==> config.mk <==
export PLATFORM = sky130hd
export DESIGN_NAME = seq_num_formatter
export DESIGN_NICKNAME = d
export VERILOG_FILES = /design/src/rtl/seq_num_pkg.sv /design/src/rtl/seq_num_fifo.sv /design/src/rtl/seq_num_formatter.sv
export SDC_FILE = /design/constraint.sdc
export NUM_CORES = 1
export LEC_CHECK = 0
export ABC_AREA = 0
export CORE_MARGIN = 3
export CORE_UTILIZATION = 45
export CTS_CLUSTER_SIZE = 16
export DETAILED_ROUTE_END_ITERATION = 7
export GPL_ROUTABILITY_DRIVEN = 0
export GPL_TIMING_DRIVEN = 0
export PLACE_DENSITY = 0.7
export SYNTH_ARGS = -nofsm -noshare
export SYNTH_HDL_FRONTEND = slang
export SYNTH_SLANG_ARGS = --single-unit
==> constraint.sdc <==
create_clock -name clk -period 1.45 [get_ports clk]
set_input_delay 0.435 -clock clk [delete_from_list [all_inputs] [get_ports clk]]
set_output_delay 0.435 -clock clk [all_outputs]
set_load 0.02 [all_outputs]
==> src/rtl/seq_num_pkg.sv <==
// Shared types and constants for the sequence-number formatter.
package seq_num_pkg;

  localparam logic [7:0] ZERO  = 8'h30;
  localparam logic [7:0] NL    = 8'h0A;
  localparam logic [7:0] QMARK = 8'h3F;

  localparam int ENTRY_W = 5;

  // One queued number: end-of-line flag above the 4-bit value.
  typedef struct packed {
    logic       eol;
    logic [3:0] num;
  } entry_t;

  // Formatter FSM: which character is currently on the output register.
  typedef enum logic [1:0] {
    ST_IDLE,
    ST_DIGIT,
    ST_SEP,
    ST_EOL
  } state_t;

  // Decimal digits map to ASCII; anything above 9 is printed as '?'.
  function automatic logic [7:0] num_to_char(input logic [3:0] num);
    if (num <= 4'd9) begin
      return ZERO + {4'h0, num};
    end
    return QMARK;
  endfunction

endpackage

==> src/rtl/seq_num_fifo.sv <==
// Synchronous FIFO holding queued {eol, num} entries between generator and formatter.
module seq_num_fifo
  import seq_num_pkg::*;
#(
  parameter int DEPTH = 4
) (
  input  logic               clk,
  input  logic               reset,
  input  logic               push,
  input  logic [ENTRY_W-1:0] din,
  input  logic               pop,
  output logic [ENTRY_W-1:0] dout,
  output logic               full,
  output logic               empty
);

  localparam int AW = $clog2(DEPTH);

  logic [ENTRY_W-1:0] mem [DEPTH];
  logic [AW:0]        wr_ptr;
  logic [AW:0]        rd_ptr;
  logic               do_push;
  logic               do_pop;

  // Pointers carry one extra wrap bit so full and empty are distinguishable.
  assign empty   = (wr_ptr == rd_ptr);
  assign full    = (wr_ptr[AW] != rd_ptr[AW]) && (wr_ptr[AW-1:0] == rd_ptr[AW-1:0]);
  assign do_push = push && !full;
  assign do_pop  = pop && !empty;
  assign dout    = mem[rd_ptr[AW-1:0]];

  // Advance the read and write pointers on accepted transfers.
  always_ff @(posedge clk or posedge reset) begin
    // NOTE: sequential state uses non-blocking assignments so every register samples pre-edge values.
    if (reset) begin
      wr_ptr <= '0;
      rd_ptr <= '0;
    end else begin
      if (do_push) wr_ptr <= wr_ptr + 1'b1;
      if (do_pop)  rd_ptr <= rd_ptr + 1'b1;
    end
  end

  // Write storage for an accepted push.
  always_ff @(posedge clk) begin
    // NOTE: storage is left unreset; the pointers alone decide which words are valid.
    if (do_push) mem[wr_ptr[AW-1:0]] <= din;
  end

endmodule

==> src/rtl/seq_num_formatter.sv <==
// Turns a stream of {num, eol} transfers into ASCII digits, separators and newlines.
module seq_num_formatter
  import seq_num_pkg::*;
#(
  parameter int         DEPTH = 4,
  parameter logic [7:0] SEP   = 8'h20
) (
  input  logic       clk,
  input  logic       reset,
  input  logic       in_valid,
  output logic       in_ready,
  input  logic [3:0] in_num,
  input  logic       in_eol,
  output logic       out_valid,
  input  logic       out_ready,
  output logic [7:0] out_char,
  output logic [7:0] lines_done,
  output logic       bad_num
);

  state_t             state;
  state_t             state_next;
  logic [7:0]         char_next;
  logic               valid_next;
  logic               cur_eol;
  logic               eol_next;
  logic               pop;
  logic               nl_xfer;
  logic               push;
  logic               full;
  logic               empty;
  logic [ENTRY_W-1:0] fifo_dout;
  entry_t             head;

  // in_ready comes straight from registered pointer state, so reset clears it at once.
  assign in_ready = !full;
  assign push     = in_valid && in_ready;
  assign head     = entry_t'(fifo_dout);

  seq_num_fifo #(
    .DEPTH (DEPTH)
  ) u_fifo (
    .clk   (clk),
    .reset (reset),
    .push  (push),
    .din   ({in_eol, in_num}),
    .pop   (pop),
    .dout  (fifo_dout),
    .full  (full),
    .empty (empty)
  );

  // Next state and next output character; pops the FIFO whenever a digit is loaded.
  always_comb begin
    // NOTE: every output gets a default first so no path leaves a latch behind.
    state_next = state;
    char_next  = out_char;
    valid_next = out_valid;
    eol_next   = cur_eol;
    pop        = 1'b0;
    nl_xfer    = 1'b0;
    unique case (state)
      ST_IDLE: begin
        if (!empty) begin
          pop        = 1'b1;
          valid_next = 1'b1;
          char_next  = num_to_char(head.num);
          eol_next   = head.eol;
          state_next = ST_DIGIT;
        end
      end
      ST_DIGIT: begin
        if (out_ready) begin
          if (cur_eol) begin
            char_next  = NL;
            state_next = ST_EOL;
          end else begin
            char_next  = SEP;
            state_next = ST_SEP;
          end
        end
      end
      ST_SEP, ST_EOL: begin
        if (out_ready) begin
          nl_xfer = (state == ST_EOL);
          if (!empty) begin
            // Back-to-back: next digit follows the separator with no bubble.
            pop        = 1'b1;
            char_next  = num_to_char(head.num);
            eol_next   = head.eol;
            state_next = ST_DIGIT;
          end else begin
            valid_next = 1'b0;
            state_next = ST_IDLE;
          end
        end
      end
      default: begin
        valid_next = 1'b0;
        state_next = ST_IDLE;
      end
    endcase
  end

  // FSM state and registered output character.
  always_ff @(posedge clk or posedge reset) begin
    if (reset) begin
      state     <= ST_IDLE;
      out_valid <= 1'b0;
      out_char  <= 8'h00;
      cur_eol   <= 1'b0;
    end else begin
      state     <= state_next;
      out_valid <= valid_next;
      out_char  <= char_next;
      cur_eol   <= eol_next;
    end
  end

  // Count newline handshakes; the 8-bit counter wraps naturally.
  always_ff @(posedge clk or posedge reset) begin
    if (reset) begin
      lines_done <= 8'd0;
    end else if (nl_xfer) begin
      lines_done <= lines_done + 8'd1;
    end
  end

  // Sticky flag for an accepted out-of-range number.
  always_ff @(posedge clk or posedge reset) begin
    if (reset) begin
      bad_num <= 1'b0;
    end else if (push && (in_num > 4'd9)) begin
      bad_num <= 1'b1;
    end
  end

endmodule

# Yosys cells after proc, flatten, opt, wreduce, memory -nomap -nowiden
# Memory sizes are Yosys's and may differ from the RTL's.
# Index checks and enable logic that the tools add are counted.
totals:
  wordCells: 74
  out_inout_bits: 19
  reg_bits: 27
  mem_count: 1
  ramBits: 20
classes:
  n_eq_ne: 11
  magnitude_cmp: 2
  n_addsub: 4
  muxes: 34
  n_reduce_logical: 14
memory_table:
  columns: ["memory", "words", "width", "read_ports", "rd_ports_with_merged_regs", "write_ports", "line", "rtl"]
  rows:
  - ["u_fifo.mem", 4, 5, 1, 0, 1, "seq_num_fifo.sv:19", "logic [ENTRY_W-1:0] mem [DEPTH];"]
op_table:
  columns: ["op", "n"]
  rows:
  - ["$mux 8", 7]
  - ["$pmux 8 s3", 1]
  - ["$mux 1", 18]
  - ["$ne 2x2->1 const B", 5]
  - ["$add 8x1->8 const B", 1]
  - ["$reduce_and 4->1", 2]
  - ["$add 6x4->7 const A", 1]
  - ["$add 3x1->3 const B", 2]
  - ["$mux 2", 3]
  - ["$mux 6", 1]
  - ["$pmux 1 s2", 3]
  - ["$pmux 2 s3", 1]
  - ["$logic_and 1x1->1", 5]
  - ["$eq 2x2->1 const B", 2]
  - ["$gt 4x4->1 const B", 1]
  - ["$le 4x4->1 const B", 1]
  - ["$eq 3x3->1", 1]
  - ["$reduce_and 3->1", 1]
  - ["$eq 2x1->1 const B", 1]
  - ["$eq 2x2->1", 1]
  - ["$logic_not 1->1", 2]
  - ["$logic_not 2->1", 1]
  - ["$reduce_and 2->1", 1]
  - ["$reduce_bool 2->1", 1]
  - ["other kinds (2)", 2]

# Logic depth before layout (Yosys ltp)
# An unclocked memory read counts as a cell.
logic_depth:
  ltp_word: 10
  ltp_mapped: 5
  ltp_nobuf: 4

# Cells and area by module
# Synthesis repeated with hierarchy kept, for this count alone.
unflattened:
  cells_unflattened: 156
  hier_area_um2: 2132.0
by_module_without_submodules:
  columns: ["module", "seq_area_each_um2", "cells_per_inst", "area_per_inst_um2", "n_inst"]
  rows:
  - ["seq_num_fifo", 750.7, 78, 1226.2, 1]
  - ["seq_num_formatter", 475.5, 78, 905.9, 1]

# Least setup slack after synthesis
# No wires, ideal clock.
synth_path:
  kind: "reg2reg"
  from: "register u_fifo.rd_ptr[0]"
  to: "memory u_fifo.mem[0][0], enable pin"
  path_stages_with_launch: 5
  arrival_time_ns: 1.192
  setup_slack_ns: -0.056
  cell_sequence: "dfrtp_1 > buf_6 > xnor2_4 > a31oi_4 > and2_1"
synth_via:
  elab_chain_cells: 7
synth_rtl:
  columns: ["element", "line", "rtl"]
  rows:
  - ["from (decl)", "seq_num_fifo.sv:21", "logic [AW:0] rd_ptr;"]
  - ["from (signal assigned)", "seq_num_fifo.sv:40", "if (do_pop) rd_ptr <= rd_ptr + 1'b1;"]
  - ["$eq 2x2->1 *", "seq_num_fifo.sv:27", "assign full = (wr_ptr[AW] != rd_ptr[AW]) && (wr_ptr[AW-1:0] == rd_ptr[AW-1:0]);"]
  - ["$logic_and 1x1->1 *", "seq_num_fifo.sv:27", null]
  - ["$logic_not 1->1 *", "seq_num_fifo.sv:28, seq_num_formatter.sv:36", null]
  - ["$logic_and 1x1->1", "seq_num_formatter.sv:37", "assign push = in_valid && in_ready;"]
  - ["$logic_and 1x1->1 *", "seq_num_fifo.sv:28", "assign do_push = push && !full;"]
  - ["$mux 1 *", "seq_num_fifo.sv:47", "if (do_push) mem[wr_ptr[AW-1:0]] <= din;"]
  - ["$mux 1 (implied by the code) *", "seq_num_fifo.sv:47", null]
  - ["to (decl)", "seq_num_fifo.sv:19", null]
# Every way passes the cells marked *; elsewhere a longest branch is shown, timed or not.

# Worst setup path after layout
layout_path:
  from: "register u_fifo.rd_ptr[0]"
  to: "register cur_eol"
layout_via:
  elab_chain_cells: 4
layout_rtl:
  columns: ["element", "line", "rtl"]
  rows:
  - ["$mem_v2 4x5 or $eq 3x3->1 (tied branches)", null, null]
  - ["$mux 1 *", "seq_num_formatter.sv:64, seq_num_formatter.sv:86", null]
  - ["$mux 1", "seq_num_formatter.sv:84", "if (out_ready) begin"]
  - ["$pmux 1 s2 *", "seq_num_formatter.sv:62", "unique case (state)"]
  - ["to (signal assigned)", "seq_num_formatter.sv:116", "cur_eol <= eol_next;"]
  - ["to (decl)", "seq_num_formatter.sv:25", "logic cur_eol;"]
# Every way passes the cells marked *; elsewhere a longest branch is shown, timed or not. The select of a mux whose other input is x is not followed.
# A chain may end at the register's enable or synchronous reset.

==> results.cfg <==
[status]
outcome = finished, violations left
violations = setup timing

[hold_path]
hold_class = in2reg

[global_routing]
grt_use_total_pct = 14.9
grt_pass1_vias = 1335
grt_overflow_total = 0
antenna_found_initial = 0
grt_pass1_wl_mm = 6.10
grt_max_degree = 26

[yosys]
synth_xor_area_share_pct = 8.67
synthTopCellsByArea = dfrtp_1, edfxtp_1, mux4_2, xnor2_1, ha_1
post-synth-top-count-cell = dfrtp_1
synth.area.mux_share_pct = 6.64
synth_top_area_cell = dfrtp_1
seq_area_frac_synth_pct = 60.2
synth-seq-cells = 45
ys.flop_type = dfrtp_1
ys_async_sr_fraction_pct = 55.6
yosysUniqueCellTypes = 36
yosys.area_share.simple_pct = 8.05
synth-edff-count = 20
synth_top_family_by_area = compound AO/OA/AOI/OAI gates
synth_fa_ha_area_share_pct = 3.69
netlist_area_um2 = 2040
syn_inst = 140
yosysTopAreaCellShare_pct = 30.7
synth_compound_area_share_pct = 9.40
yosysWarnings = 0
yosys-top-cells-count = dfrtp_1, edfxtp_1, nand2_1
syn_avg_cell_area_um2 = 14.5

[die]
die_area_um2 = 5370
floorplan.initialDensity_pct = 48.8
core_area_um2 = 4170
die_h_um = 73.3
chipWidth_um = 73.3
ios = 28
core.rowCount = 23

[final_layout]
nets = 211
n_antenna_cell = 0
final-seq-area_um2 = 1230
drive_gt1_share_pct = 41.1
area_growth_pct = 36.7
fin_cells = 247
final_area_um2 = 2780
multi_input_area_um2 = 865
postLayoutCoreUtil_pct = 66.7
fillCellCount = 283

[pwr]
p_leak_nw = 1.15
vdd_drop_max_v = 0.00105
powerDensity_nw_per_um2 = 2380

[clocking]
htreeDepth = 2
cts.sinks = 45
clk-insertion-delay-late_ps = 290
clk_pin_slew_ps = 90
clock_path_buffers = 2
cts_made_buffers = 5
cts_tree = built
cts_root_buf = clkbuf_8

[worst_setup_path]
cp-start-kind = register
crit_path_top_delay_cell = mux4_2
worst_setup_path_end_kind = register
slowest_delay_ps = 420
crit_chain = buf_6 > buf_12 > buf_4 > buf_6 > mux4_2 > mux2_4
path_class = reg2reg
crit_fanout = 3
crit_arrival_ps = 1900
crit_top_cell = buf_6
required_ps = 1630

[route]
wl_mm = 4.01
drtIter0Drc = 45
vias = 1296
drc = 0
avgRoutedWirePerCell_um = 16.2
final_antenna_net_count = 0
dr.pass1.iters = 4
viasPerCell = 5.25

[sta]
setup_viol = 32
final_hold_viol_count = 0
period_minus_slack_ps = 1720
worst_slack_ps = -267
tightest_slew_ps = 567
skew_ps = 9.07
max_slew_margin_pct = 62.1
drv_slew = 0
rsz0062_at_grt = true
min_period_over_period_pct = 118
fmaxAchievable_mhz = 582

[placed_design]
dp_hpwl_mm = 2.59
dp_cells = 216
io_buffers = 25
place_area_um2 = 2360

[flow_run]
maxCapViolCount = 0
-- final timing paths --
| path | slack (ps) | cells after the start | endpoint | start |
|---|---|---|---|---|
| worst max-delay path | -270 | 6 | cur_eol$_DFFE_PP0P_ | u_fifo.rd_ptr[0]$_DFFE_PP0P_ |
| worst min-delay path | 460 | 2 | state[0]$_DFFE_PP0P_ | out_ready |
| worst min register to register | 480 | 1 | lines_done[7]$_DFFE_PP0P_ | lines_done[7]$_DFFE_PP0P_ |
| max in group asynchronous | 540 | 2 | u_fifo.rd_ptr[2]$_DFFE_PP0P_ | reset |
| min in group asynchronous | 550 | 2 | bad_num$_DFFE_PP0P_ | reset |
| worst max register to register | -270 | 6 | cur_eol$_DFFE_PP0P_ | u_fifo.rd_ptr[0]$_DFFE_PP0P_ |
-- cells in the final DEF, fill, tap and decap left out, types with 6 or more instances in the layout --
cell type | synthesis | routed
xnor2_1 | 9 | 7
buf_4 | 3 | 16
nand2_1 | 11 | 8
clkdlybuf4s15_1 | 0 | 7
edfxtp_1 | 20 | 20
clkdlybuf4s50_1 | 0 | 7
inv_1 | 8 | 6
dfrtp_1 | 25 | 22
buf_6 | 1 | 11
ha_1 | 6 | 6
-- worst max-delay path: cells and delay by family (launching register included) --
kind     cells  cell delay [ps]
mux          2              700
buf+inv      4              500
flops        1              400
-- cell type report --
cell class,count,share of cell area (%)
flip-flops and latches,45,44.2
multi-input cells,84,31.1
repair buffers,48,16.5
clock buffers,5,2.47
well taps,50,2.25
plain buffers,4,1.35
inverters,8,1.21
clock inverters,3,0.944
-- state kept, by name, summed over array words and instances (netlist names) --
name,count
u_fifo.mem,20
lines_done,8
out_char,6
u_fifo.rd_ptr,3
u_fifo.wr_ptr,3
state,2
bad_num,1
cur_eol,1
out_valid,1
-- stage by stage --
| step | TNS [ps] | hold slack [ps] | setup slack, ps | power (mW) |
|---|---|---|---|---|
| floorplan | -722 | 462 | -42.2 | 3.93 |
| global placement | -16910 | 448 | -460 | 4.58 |
| detailed placement | -19720 | 459 | -463 | 4.70 |
| CTS | -5540 | 480 | -245 | 5.79 |
| global route | -6770 | 451 | -301 | 7.01 |
| finish | -4250 | 462 | -267 | 6.61 |
-- routing by layer --
metal | track usage, % | routed length (um) | vias to the layer above
met5 | 0 | 0 | -
met1 | 16.0 | 1560 | 645
met2 | 28.7 | 2190 | 35
li1 | - | - | 610
met4 | 4.51 | 53 | 0
met3 | 3.42 | 204 | 6
-- power breakdown --
| group | total (mW) | switching (mW) | internal [mW] | leakage, nW |
|---|---|---|---|---|
| combinational | 3.69 | 1.76 | 1.93 | 0.623 |
| sequential | 2.11 | 0.342 | 1.77 | 0.478 |
| clock | 0.806 | 0.449 | 0.358 | 0.0495 |
| total | 6.61 | 2.55 | 4.06 | 1.15 |
-- logic make-up after synthesis --
logic type,count (synthesis)
other cells,1
flops,45
fa+ha+maj,6
mux,7
buf+inv,12
xor+xnor,15
compound gates,22
simple gates,32
-- what timing repair did --
item,CTS,global route
hold buffers,0,0
pin swaps,7,21
gates resized for setup,48,38
buffers inserted,7,16
setup endpoints to repair,51,77
Note: power is estimated with default switching activity, not from simulation.
